File: src/rtl/bp_be_fe_feedback_if.sv
// Backend-to-frontend feedback bus: one-shot redirect plus
// the attaboy valid/yumi stream consumed by the PC generator.
interface bp_be_fe_feedback_if #(
  parameter int vaddr_width_p = 39,
  parameter int branch_metadata_fwd_width_p = 8
);
  logic redirect_v_o;
  logic [vaddr_width_p-1:0] redirect_pc_o;
  logic redirect_br_v_o;
  logic [branch_metadata_fwd_width_p-1:0] redirect_br_metadata_fwd_o;
  logic redirect_br_taken_o;
  logic redirect_br_ntaken_o;
  logic redirect_br_nonbr_o;
  logic attaboy_v_o;
  logic [vaddr_width_p-1:0] attaboy_pc_o;
  logic [branch_metadata_fwd_width_p-1:0] attaboy_br_metadata_fwd_o;
  logic attaboy_taken_o;
  logic attaboy_ntaken_o;
  logic attaboy_yumi_i;

  modport master (
    output redirect_v_o, redirect_pc_o, redirect_br_v_o,
    output redirect_br_metadata_fwd_o, redirect_br_taken_o,
    output redirect_br_ntaken_o, redirect_br_nonbr_o,
    output attaboy_v_o, attaboy_pc_o, attaboy_br_metadata_fwd_o,
    output attaboy_taken_o, attaboy_ntaken_o,
    input attaboy_yumi_i
  );

  modport slave (
    input redirect_v_o, redirect_pc_o, redirect_br_v_o,
    input redirect_br_metadata_fwd_o, redirect_br_taken_o,
    input redirect_br_ntaken_o, redirect_br_nonbr_o,
    input attaboy_v_o, attaboy_pc_o, attaboy_br_metadata_fwd_o,
    input attaboy_taken_o, attaboy_ntaken_o,
    output attaboy_yumi_i
  );
endinterface

File: src/rtl/bp_be_fe_feedback.sv
// Turns dual-issue branch resolutions into frontend redirects
// and a FIFO of attaboys. Metadata bit0=is_br, bit1=is_jal, bit2=is_jalr.
module bp_be_fe_feedback #(
  parameter int vaddr_width_p = 39,
  parameter int branch_metadata_fwd_width_p = 8,
  parameter int attaboy_els_p = 4
) (
  input  logic clk_i,
  input  logic reset_i,
  input  logic [1:0] res_v_i,
  input  logic [2*vaddr_width_p-1:0] res_pc_i,
  input  logic [2*vaddr_width_p-1:0] res_npc_i,
  input  logic [2*vaddr_width_p-1:0] res_pred_npc_i,
  input  logic [1:0] res_taken_i,
  input  logic [2*branch_metadata_fwd_width_p-1:0] res_metadata_i,
  output logic res_ready_o,
  input  logic cmd_redirect_v_i,
  input  logic [vaddr_width_p-1:0] cmd_redirect_pc_i,
  bp_be_fe_feedback_if.master fe
);
  localparam int va_lp = vaddr_width_p;
  localparam int md_lp = branch_metadata_fwd_width_p;
  localparam int pw_lp = $clog2(attaboy_els_p);
  localparam int cw_lp = $clog2(attaboy_els_p + 1);
  localparam logic [cw_lp-1:0] els_lp = cw_lp'(attaboy_els_p);

  typedef struct packed {
    logic [va_lp-1:0] npc;
    logic [md_lp-1:0] md;
    logic taken;
    logic ntaken;
  } ab_s;

  logic [va_lp-1:0] npc [2];
  logic [va_lp-1:0] pred [2];
  logic [md_lp-1:0] md [2];
  ab_s ent [2];
  logic [1:0] br, ctrl, mis, good;

  // Per-slot decode and classification
  always_comb begin
    for (int i = 0; i < 2; i++) begin
      npc[i]  = res_npc_i[i*va_lp +: va_lp];
      pred[i] = res_pred_npc_i[i*va_lp +: va_lp];
      md[i]   = res_metadata_i[i*md_lp +: md_lp];
      br[i]   = md[i][0];
      ctrl[i] = md[i][0] | md[i][1] | md[i][2];
      mis[i]  = res_v_i[i] & (npc[i] != pred[i]);
      good[i] = res_v_i[i] & ctrl[i] & ~mis[i];
      ent[i]  = '{npc[i], md[i], res_taken_i[i],
                  br[i] & ~res_taken_i[i]};
    end
  end

  logic unused;
  assign unused = ^res_pc_i;

  logic rd_v_n, sel;
  assign sel    = ~mis[0];
  assign rd_v_n = cmd_redirect_v_i | mis[0] | mis[1];

  logic enq0, enq1;
  assign enq0 = ~cmd_redirect_v_i & good[0];
  assign enq1 = ~cmd_redirect_v_i & ~mis[0] & good[1];

  logic rd_v_q, rd_br_v_q, rd_tk_q, rd_ntk_q, rd_nonbr_q;
  logic [va_lp-1:0] rd_pc_q;
  logic [md_lp-1:0] rd_md_q;

  ab_s mem_q [attaboy_els_p];
  logic [pw_lp-1:0] wptr_q, rptr_q, wptr_1, wptr_2, wptr_n;
  logic [cw_lp-1:0] count_q, count_n, free;
  logic ready_q, ab_v, deq, acc0, acc1;

  function automatic logic [pw_lp-1:0] inc(input logic [pw_lp-1:0] p);
    return (p == pw_lp'(attaboy_els_p - 1)) ? '0 : p + pw_lp'(1);
  endfunction

  assign ab_v = (count_q != '0) & ~rd_v_q;
  assign deq  = fe.attaboy_yumi_i & ab_v;

  // Accept writes only into free space; excess entries are dropped
  always_comb begin
    free    = els_lp - count_q + cw_lp'(deq);
    acc0    = enq0 & (free != '0);
    acc1    = enq1 & (free > cw_lp'(acc0));
    wptr_1  = inc(wptr_q);
    wptr_2  = inc(wptr_1);
    wptr_n  = wptr_q;
    if (acc0 & acc1) wptr_n = wptr_2;
    else if (acc0 | acc1) wptr_n = wptr_1;
    count_n = count_q + cw_lp'(acc0) + cw_lp'(acc1) - cw_lp'(deq);
  end

  // Redirect register: valid for exactly one cycle after the cause
  always_ff @(posedge clk_i) begin
    if (reset_i | ~rd_v_n) begin
      rd_v_q     <= 1'b0;
      rd_pc_q    <= '0;
      rd_br_v_q  <= 1'b0;
      rd_md_q    <= '0;
      rd_tk_q    <= 1'b0;
      rd_ntk_q   <= 1'b0;
      rd_nonbr_q <= 1'b0;
    end else if (cmd_redirect_v_i) begin
      rd_v_q     <= 1'b1;
      rd_pc_q    <= cmd_redirect_pc_i;
      rd_br_v_q  <= 1'b0;
      rd_md_q    <= '0;
      rd_tk_q    <= 1'b0;
      rd_ntk_q   <= 1'b0;
      rd_nonbr_q <= 1'b0;
    end else begin
      rd_v_q     <= 1'b1;
      rd_pc_q    <= npc[sel];
      rd_br_v_q  <= 1'b1;
      rd_md_q    <= md[sel];
      rd_tk_q    <= res_taken_i[sel];
      rd_ntk_q   <= br[sel] & ~res_taken_i[sel];
      rd_nonbr_q <= ~ctrl[sel];
    end
  end

  // Attaboy FIFO state: pointers, occupancy, storage, ready flag
  always_ff @(posedge clk_i) begin
    if (reset_i) begin
      wptr_q  <= '0;
      rptr_q  <= '0;
      count_q <= '0;
      ready_q <= 1'b0;
      for (int i = 0; i < attaboy_els_p; i++) mem_q[i] <= '0;
    end else begin
      wptr_q  <= wptr_n;
      count_q <= count_n;
      ready_q <= (els_lp - count_n) >= cw_lp'(2);
      if (deq) rptr_q <= inc(rptr_q);
      if (acc0) mem_q[wptr_q] <= ent[0];
      if (acc1) mem_q[acc0 ? wptr_1 : wptr_q] <= ent[1];
    end
  end

  assign res_ready_o = ready_q;

  assign fe.redirect_v_o = rd_v_q;
  assign fe.redirect_pc_o = rd_pc_q;
  assign fe.redirect_br_v_o = rd_br_v_q;
  assign fe.redirect_br_metadata_fwd_o = rd_md_q;
  assign fe.redirect_br_taken_o = rd_tk_q;
  assign fe.redirect_br_ntaken_o = rd_ntk_q;
  assign fe.redirect_br_nonbr_o = rd_nonbr_q;

  assign fe.attaboy_v_o = ab_v;
  assign fe.attaboy_pc_o = mem_q[rptr_q].npc;
  assign fe.attaboy_br_metadata_fwd_o = mem_q[rptr_q].md;
  assign fe.attaboy_taken_o = mem_q[rptr_q].taken;
  assign fe.attaboy_ntaken_o = mem_q[rptr_q].ntaken;
endmodule

File: src/flat_wrapper.sv
// flat-port wrapper written by rule: the top's interface ports become plain ports
module bp_be_fe_feedback_flat 
#(
  parameter int vaddr_width_p = 39,
  parameter int branch_metadata_fwd_width_p = 8,
  parameter int attaboy_els_p = 4
)
  (clk_i, reset_i, res_v_i, res_pc_i, res_npc_i, res_pred_npc_i, res_taken_i, res_metadata_i, res_ready_o, cmd_redirect_v_i, cmd_redirect_pc_i, fe_redirect_v_o, fe_redirect_pc_o, fe_redirect_br_v_o, fe_redirect_br_metadata_fwd_o, fe_redirect_br_taken_o, fe_redirect_br_ntaken_o, fe_redirect_br_nonbr_o, fe_attaboy_v_o, fe_attaboy_pc_o, fe_attaboy_br_metadata_fwd_o, fe_attaboy_taken_o, fe_attaboy_ntaken_o, fe_attaboy_yumi_i);
  bp_be_fe_feedback_if #(.vaddr_width_p(vaddr_width_p), .branch_metadata_fwd_width_p(branch_metadata_fwd_width_p)) fe_i ();
  input  logic clk_i;
  input  logic reset_i;
  input  logic [1:0] res_v_i;
  input  logic [2*vaddr_width_p-1:0] res_pc_i;
  input  logic [2*vaddr_width_p-1:0] res_npc_i;
  input  logic [2*vaddr_width_p-1:0] res_pred_npc_i;
  input  logic [1:0] res_taken_i;
  input  logic [2*branch_metadata_fwd_width_p-1:0] res_metadata_i;
  output logic res_ready_o;
  input  logic cmd_redirect_v_i;
  input  logic [vaddr_width_p-1:0] cmd_redirect_pc_i;
  output wire logic [$bits(fe_i.redirect_v_o)-1:0] fe_redirect_v_o;
  output wire logic [$bits(fe_i.redirect_pc_o)-1:0] fe_redirect_pc_o;
  output wire logic [$bits(fe_i.redirect_br_v_o)-1:0] fe_redirect_br_v_o;
  output wire logic [$bits(fe_i.redirect_br_metadata_fwd_o)-1:0] fe_redirect_br_metadata_fwd_o;
  output wire logic [$bits(fe_i.redirect_br_taken_o)-1:0] fe_redirect_br_taken_o;
  output wire logic [$bits(fe_i.redirect_br_ntaken_o)-1:0] fe_redirect_br_ntaken_o;
  output wire logic [$bits(fe_i.redirect_br_nonbr_o)-1:0] fe_redirect_br_nonbr_o;
  output wire logic [$bits(fe_i.attaboy_v_o)-1:0] fe_attaboy_v_o;
  output wire logic [$bits(fe_i.attaboy_pc_o)-1:0] fe_attaboy_pc_o;
  output wire logic [$bits(fe_i.attaboy_br_metadata_fwd_o)-1:0] fe_attaboy_br_metadata_fwd_o;
  output wire logic [$bits(fe_i.attaboy_taken_o)-1:0] fe_attaboy_taken_o;
  output wire logic [$bits(fe_i.attaboy_ntaken_o)-1:0] fe_attaboy_ntaken_o;
  input wire logic [$bits(fe_i.attaboy_yumi_i)-1:0] fe_attaboy_yumi_i;
  assign fe_redirect_v_o = fe_i.redirect_v_o;
  assign fe_redirect_pc_o = fe_i.redirect_pc_o;
  assign fe_redirect_br_v_o = fe_i.redirect_br_v_o;
  assign fe_redirect_br_metadata_fwd_o = fe_i.redirect_br_metadata_fwd_o;
  assign fe_redirect_br_taken_o = fe_i.redirect_br_taken_o;
  assign fe_redirect_br_ntaken_o = fe_i.redirect_br_ntaken_o;
  assign fe_redirect_br_nonbr_o = fe_i.redirect_br_nonbr_o;
  assign fe_attaboy_v_o = fe_i.attaboy_v_o;
  assign fe_attaboy_pc_o = fe_i.attaboy_pc_o;
  assign fe_attaboy_br_metadata_fwd_o = fe_i.attaboy_br_metadata_fwd_o;
  assign fe_attaboy_taken_o = fe_i.attaboy_taken_o;
  assign fe_attaboy_ntaken_o = fe_i.attaboy_ntaken_o;
  assign fe_i.attaboy_yumi_i = fe_attaboy_yumi_i;
  bp_be_fe_feedback #(.vaddr_width_p(vaddr_width_p), .branch_metadata_fwd_width_p(branch_metadata_fwd_width_p), .attaboy_els_p(attaboy_els_p)) u_core (.clk_i(clk_i), .reset_i(reset_i), .res_v_i(res_v_i), .res_pc_i(res_pc_i), .res_npc_i(res_npc_i), .res_pred_npc_i(res_pred_npc_i), .res_taken_i(res_taken_i), .res_metadata_i(res_metadata_i), .res_ready_o(res_ready_o), .cmd_redirect_v_i(cmd_redirect_v_i), .cmd_redirect_pc_i(cmd_redirect_pc_i), .fe(fe_i));
endmodule
File: config.mk
export PLATFORM = sky130hd
export DESIGN_NAME = bp_be_fe_feedback_flat
export DESIGN_NICKNAME = d
export VERILOG_FILES = /design/src/rtl/bp_be_fe_feedback_if.sv /design/src/rtl/bp_be_fe_feedback.sv /design/src/flat_wrapper.sv
export SDC_FILE = /design/constraint.sdc
export NUM_CORES = 1
export LEC_CHECK = 0
export ABC_AREA = 1
export ABC_CLOCK_PERIOD_IN_PS = 5600
export BUFFER_PORTS_ARGS = -buffer_cell sky130_fd_sc_hd__buf_2
export CAP_MARGIN = 20
export CORE_MARGIN = 2
export CORE_UTILIZATION = 53
export DETAILED_ROUTE_END_ITERATION = 8
export PLACE_DENSITY = 0.84
export SLEW_MARGIN = 20
export SYNTH_ARGS = -nofsm -noshare
export SYNTH_HDL_FRONTEND = slang
export SYNTH_SLANG_ARGS = --single-unit
File: constraint.sdc
create_clock -name clk_i -period 5.6 [get_ports clk_i]
set_input_delay 0.56 -clock clk_i [delete_from_list [all_inputs] [get_ports clk_i]]
set_output_delay 0.56 -clock clk_i [all_outputs]
set_load 0.02 [all_outputs]
==> impl_metrics.env, run 1 <==
export IMPL_drc=0
export IMPL_synth_area_leaders="edfxtp_1 42%, nand2_1 16%, dfxtp_1 8.8%"
export IMPL_crit_chain="nor2_1 > a21oi_1 > nand2_1 > ha_1 > inv_1 > ha_1 > a21oi_1 > o21ai_0 > o21ai_0 > inv_1 > nand4_4 > inv_1 > ha_1 > nor2_1 > nor2_1 > nor2_1 > nand4_2 > nor2_4 > nand3_2 > nand3_4"
export IMPL_die_h_um=167
export IMPL_syn_inst=1806
export IMPL_placed_cells=2373
export IMPL_vdd_ir_drop_max_mv=0.213
export IMPL_worstPathRequired_ns=5.77
export IMPL_ctsLongestPathBuffers=3
export IMPL_cts_setup_buffers=0
export IMPL_cp_slowest_stage_delay_ns=0.80
export IMPL_path_depth=20
export IMPL_cts_htree_levels=1
export IMPL_reg2reg_slack_ns=0.74
export IMPL_finalClockSkew_ns=0.00554
export IMPL_first_pass_iters=5
export IMPL_cp_buffers_inverters=3
export IMPL_place_area_mm2=0.0159
export IMPL_cts_root_buf="clkbuf_16"
export IMPL_die_x_um=167
export IMPL_grt_pass1_wl_um=75100
export IMPL_synth_seq_cells=258
export IMPL_min_path_type="input port to register"
export IMPL_slowest_stage="nand3_4"
export IMPL_nets=2375
export IMPL_ant_nets=0
export IMPL_yosys_area_top_type_share=0.418
export IMPL_fmax_mhz=206
export IMPL_drive_above_1_share=0.204
export IMPL_synth_area_leader_cell="edfxtp_1"
export IMPL_wl_um=50300
export IMPL_final_cells=2432
export IMPL_hpwl_um=30800
export IMPL_antenna_found_initial=9
export IMPL_num_vias=14400
export IMPL_grt_pass1_vias=13500
export IMPL_reg2regPathDepth=20
export IMPL_cp_max_fo=49
export IMPL_maxSlewViolCount=0
export IMPL_maxCapViolations=0
export IMPL_cts_clk_slew_worst_paths_ns=0.06
export IMPL_boundaryPins=400
export IMPL_grt_start_max_net_pins=100
export IMPL_routed_via_density=5.90
export IMPL_syn_area_mm2=0.0141
export IMPL_layout_cells_most_common="nand2_1"
export IMPL_rsz0062_at_grt="no"
export IMPL_numCtsBuffers=28
export IMPL_yosysUniqueCellTypes=35
export IMPL_die_area_mm2=0.0279
export IMPL_fin_area_mm2=0.0167
export IMPL_final_min_clock_period_ns=4.86
export IMPL_cts_sinks=258
export IMPL_area_growth_pct=19.0
export IMPL_grt_overflow=0
export IMPL_cp_end_kind="register"
export IMPL_outcome="complete, no violations"
export IMPL_syn_nets=2113
export IMPL_portBuffers=321
export IMPL_ctsHoldBuffers=0
export IMPL_slew_limit_headroom=0.251
export IMPL_avgSynthCellArea_um2=7.79
export IMPL_hold_depth=3
export IMPL_power_leakage_nw=8.01
export IMPL_cp_arrival_ns=5.02
export IMPL_crit_path_start_kind="register"
export IMPL_setup_viol=0
export IMPL_crit_top_cell="nor2_1"
export IMPL_initial_core_util=0.540
export IMPL_final_cell_mix="595 x nand2_1, 321 x buf_2, 196 x edfxtp_1"
export IMPL_finalHoldViolCount=0
export IMPL_yosysWarningCount=0
export IMPL_cts_tree="done"
export IMPL_gp_congestion=0.861
export IMPL_utilization=0.643
export IMPL_period_share=0.867
export IMPL_power_mw=5.02
export IMPL_wire_per_inst_um=20.7
export IMPL_finalSetupTns_ns=0
export IMPL_worst_slew_pin_slew_ns=1.12
export IMPL_path_class="register to register"
export IMPL_core_mm2=0.0261
export IMPL_cp_top_family="simple AND/OR/NAND/NOR gates"
export IMPL_drtIter0Drc=1838
export IMPL_rows=59
export IMPL_ctsResizeCount=0
export IMPL_clkLatencyLatePin_ns=0.54
export IMPL_yosysSeqAreaShare=0.506
export IMPL_grt_usage=0.347
export IMPL_p_per_area_mw_per_mm2=300
flip-flops by register name, indices dropped and copies added (netlist names), 2 cells and up, named ones only:
| register | count |
|---|---|
| u_core.rptr_q | 2 |
| u_core.wptr_q | 2 |
| u_core.fe.redirect_pc_o | 39 |
| u_core.count_q | 3 |
| u_core.fe.redirect_br_metadata_fwd_o | 8 |
| u_core.mem_q | 196 |
cells by family after synthesis:
kind of cell,Yosys count,synth area share
AOI/OAI and AO/OA,312,0.117
xor gates and xnor gates,38,0.0237
adders and majority gates,10,0.00996
buffers and inverters,242,0.0701
DFF,258,0.506
and+or+nand+nor,946,0.273
worst reg2reg max path: cells and delay by family (launching register included):
kind | cells | cell delay [ns]
AND/OR/NAND/NOR | 10 | 2.34
AO/OA/AOI/OAI | 4 | 0.72
flip-flops | 1 | 0.40
buffers and inverters | 3 | 0.29
adder cells (fa/ha/maj) | 3 | 0.72
per-stage QoR:
stage	hold WS, ns	setup WS, ns
final	0.287	0.743
after global routing	0.293	0.222
after CTS	0.277	0.803
after detailed placement	0.500	0.847
after global placement	0.475	0.908
after floorplan	0.462	0.525
synth_stat cells (all sizes together):
master and number:
fa 2, ha 8, nor2 180, clkbuf 65
edfxtp 196, o211a 1, a21oi 50, xnor2 20
nor3 2, dfxtp 62, a31oi 14, nand4 6
xor2 18, buf 45, o22ai 49, clkinv 3
nand3 158, or2 3, o31ai 1, inv 129
o21ai 197, nand2 597
metal layers:
metal,share of wire,GRT usage,wire length [um]
met4,0.044,0.150,2190
met2,0.48,0.589,24000
met3,0.12,0.0623,6110
met5,0.00060,0,30
met1,0.36,0.438,17900
layout make-up:
class	count	area, um2
Timing Repair Buffer	342	1780
Clock inverter	10	75.1
Fill cell	2200	9320
Clock buffer	42	785
Tap cell	335	419
Antenna cell	7	17.5
Sequential cell	258	7130
Multi-Input combinational cell	1306	6040
Inverter	132	498
worst paths after layout:
path                                      start                                     end
setup reg to reg   u_core.count_q[0]$_SDFF_PP0_           u_core.mem_q[3][19]$_DFFE_PP_
hold reg to reg   u_core.rptr_q[1]$_SDFFE_PP0P_                                register
hold / removal            cmd_redirect_pc_i[37]  u_core.fe.redirect_pc_o[37]$_SDFF_PN0_
setup / recovery   u_core.count_q[0]$_SDFF_PP0_           u_core.mem_q[3][19]$_DFFE_PP_
power breakdown:
part | total (mW) | internal [mW] | leakage, nW | switching (mW)
clock network | 1.76 | 1.01 | 0.420 | 0.755
logic | 1.03 | 0.320 | 5.05 | 0.706
registers | 2.23 | 2.16 | 2.54 | 0.0747
No activity file was read; power rests on OpenSTA's default activity.
==> inputs of run 2 (changes only) <==
--- a/config.mk
+++ b/config.mk
@@ -11,6 +11,7 @@
 export CAP_MARGIN = 20
 export CORE_MARGIN = 2
 export CORE_UTILIZATION = 53
+export CTS_BUF_LIST = sky130_fd_sc_hd__clkbuf_16
 export DETAILED_ROUTE_END_ITERATION = 8
 export PLACE_DENSITY = 0.84
 export SLEW_MARGIN = 20
==> run 2 against run 1 <==
  * Global-route usage about the same
  * Die area unchanged
  * Count of clock-buffer cells in the layout down 13
  * Sequential share of layout area about the same
  * Cell count unchanged
  * Fmax down 1.6%
  * Total power down 0.72%
  * Critical endpoint is now u_core.mem_q[3][37]$_DFFE_PP_
==> impl_metrics.env, run 2 (synthesis results as in run 1) <==
export IMPL_outcome="complete, no violations"
export IMPL_boundaryPins=400
export IMPL_die_area_mm2=0.0279
export IMPL_power_mw=4.99
export IMPL_reg2regPathDepth=23
export IMPL_largest_reg_flops=196
export IMPL_grt_start_max_net_pins=100
export IMPL_layout_cells_most_common="nand2_1"
export IMPL_routed_via_density=5.90
export IMPL_drc=0
export IMPL_antenna_found_initial=9
export IMPL_power_switching_mw=1.54
export IMPL_wire_per_inst_um=20.7
export IMPL_setup_viol=0
export IMPL_ant_nets=0
export IMPL_hold_depth=3
export IMPL_cts_clk_slew_worst_paths_ns=0.06
export IMPL_clkLatencyLatePin_ns=0.55
export IMPL_period_share=0.882
export IMPL_rows=59
export IMPL_cp_arrival_ns=5.35
export IMPL_power_leakage_nw=8.05
export IMPL_die_h_um=167
export IMPL_grt_use_met1=0.437
export IMPL_clkPwrFrac=0.346
export IMPL_cts_htree_levels=1
export IMPL_cts_setup_buffers=0
export IMPL_met2_usage=0.589
export IMPL_die_x_um=167
export IMPL_min_path_type="input port to register"
export IMPL_worstPathRequired_ns=6.01
export IMPL_area_growth_pct=18.9
export IMPL_cts_tree="done"
export IMPL_finalHoldViolCount=0
export IMPL_hold_slack_ns=0.288
export IMPL_cts_root_buf="clkbuf_16"
export IMPL_grt_busiest_layer="met2"
export IMPL_slowest_stage="inv_2"
export IMPL_maxCapViolations=0
export IMPL_cp_max_fo=24
export IMPL_hpwl_um=30800
export IMPL_crit_chain="nor2_1 > a21oi_1 > nand2_1 > ha_1 > inv_1 > ha_1 > a21oi_1 > o21ai_0 > o21ai_0 > inv_1 > nand4_4 > inv_1 > ha_1 > nor2_1 > nor2_1 > nor2_1 > nand4_2 > nor2_4 > nand3_2 > inv_2 > buf_4 > nand2_1 > nand2_1"
export IMPL_maxSlewViolCount=0
export IMPL_grt_overflow=0
export IMPL_nets=2375
export IMPL_crit_path_start_kind="register"
export IMPL_fmax_mhz=203
export IMPL_hp_start="cmd_redirect_pc_i[15]"
export IMPL_grt_pass1_wl_um=75100
export IMPL_fillerInstances=2201
export IMPL_finalSetupTns_ns=0
export IMPL_use_met3=0.0623
export IMPL_drtIter0Drc=1737
export IMPL_vdd_ir_drop_max_mv=0.213
export IMPL_worst_slew_pin_slew_ns=1.12
export IMPL_reg2reg_slack_ns=0.66
export IMPL_path_class="register to register"
export IMPL_gp_congestion=0.861
export IMPL_p_per_area_mw_per_mm2=298
export IMPL_cp_top_family="simple AND/OR/NAND/NOR gates"
export IMPL_intPower_mw=3.45
export IMPL_crit_top_cell="nor2_1"
export IMPL_core_mm2=0.0261
export IMPL_top_register="u_core.mem_q"
export IMPL_ctsResizeCount=0
export IMPL_slew_limit_headroom=0.253
export IMPL_cts_sinks=258
export IMPL_holdPathEnd="u_core.fe.redirect_pc_o[15]$_SDFF_PN0_"
export IMPL_p_seq_frac=0.448
export IMPL_cp_slowest_stage_delay_ns=0.63
export IMPL_grt_usage=0.347
export IMPL_drive_above_1_share=0.203
export IMPL_initial_core_util=0.540
export IMPL_rsz0062_at_grt="no"
export IMPL_p_sw_frac=0.308
export IMPL_wl_um=50200
export IMPL_cp_buffers_inverters=5
export IMPL_final_cell_mix="595 x nand2_1, 321 x buf_2, 196 x edfxtp_1"
export IMPL_ctsHoldBuffers=0
export IMPL_grt_pass1_vias=13500
export IMPL_finalClockSkew_ns=0.00616
export IMPL_num_vias=14300
export IMPL_rr_startpoint="u_core.count_q[0]$_SDFF_PP0_"
export IMPL_r2r_end="u_core.mem_q[3][37]$_DFFE_PP_"
export IMPL_combPwrFrac=0.206
export IMPL_first_pass_iters=6
export IMPL_cp_end_kind="register"
export IMPL_numCtsBuffers=28
export IMPL_final_min_clock_period_ns=4.94
export IMPL_portBuffers=321
export IMPL_ctsLongestPathBuffers=3
run 2: worst register-to-register path, cell delays in order (launching register included):
cell	delay, ns
dfxtp_1	0.40
nor2_1	0.08
a21oi_1	0.17
nand2_1	0.14
ha_1	0.22
inv_1	0.06
ha_1	0.21
a21oi_1	0.10
o21ai_0	0.12
o21ai_0	0.37
inv_1	0.14
nand4_4	0.18
inv_1	0.10
ha_1	0.29
nor2_1	0.08
nor2_1	0.05
nor2_1	0.13
nand4_2	0.19
nor2_4	0.27
nand3_2	0.41
inv_2	0.63
buf_4	0.32
nand2_1	0.08
nand2_1	0.08
run 2: worst max-delay path by stage:
stage | cells past startpoint | to | from | slack (ns)
after floorplan | 21 | u_core.mem_q[2][0]$_DFFE_PP_ | u_core.count_q[0]$_SDFF_PP0_ | 0.53
after global placement | 19 | u_core.mem_q[3][19]$_DFFE_PP_ | fe_attaboy_yumi_i | 0.91
after global routing | 23 | u_core.mem_q[3][21]$_DFFE_PP_ | u_core.count_q[0]$_SDFF_PP0_ | 0.22
final | 23 | u_core.mem_q[3][37]$_DFFE_PP_ | u_core.count_q[0]$_SDFF_PP0_ | 0.66
after CTS | 23 | u_core.mem_q[3][21]$_DFFE_PP_ | u_core.count_q[0]$_SDFF_PP0_ | 0.80
after detailed placement | 22 | u_core.mem_q[3][13]$_DFFE_PP_ | fe_attaboy_yumi_i | 0.85
run 2: through the flow:
| stage | utilization | instances | cell area, um2 | setup WS [ns] |
|---|---|---|---|---|
| after floorplan | - | 1806 | 14100 | 0.525 |
| final | 0.642 | 2432 | 16700 | 0.663 |
| after global routing | 0.642 | 2431 | 16700 | 0.222 |
| after global placement | 0.609 | 2373 | 15900 | 0.908 |
| after detailed placement | 0.609 | 2373 | 15900 | 0.847 |
| after CTS | 0.641 | 2425 | 16700 | 0.803 |
run 2: area by class of cell:
class                           count  area (um2)  area share
Inverter                          132         498      0.0298
Clock inverter                     23         124     0.00740
Multi-Input combinational cell   1306        6040       0.361
Tap cell                          335         419      0.0250
Clock buffer                       29         726      0.0434
Sequential cell                   258        7130       0.426
Timing Repair Buffer              342        1780       0.106
Antenna cell                        7        17.5     0.00105
run 2: routing by layer:
metal	routed length [um]	vias up	share of wire
met5	30	-	0.00060
met3	5790	163	0.12
li1	-	6518	-
met4	2100	4	0.042
met1	18100	6608	0.36
met2	24200	1048	0.48
run 2: power groups by stage:
stage                     Clock (mW)  Combinational, mW  Sequential (mW)
after floorplan                    0              0.578             2.26
after global placement             0              0.982             2.26
after detailed placement           0               1.01             2.27
after CTS                       1.73               1.01             2.23
after global routing            1.80               1.11             2.24
final                           1.73               1.03             2.23
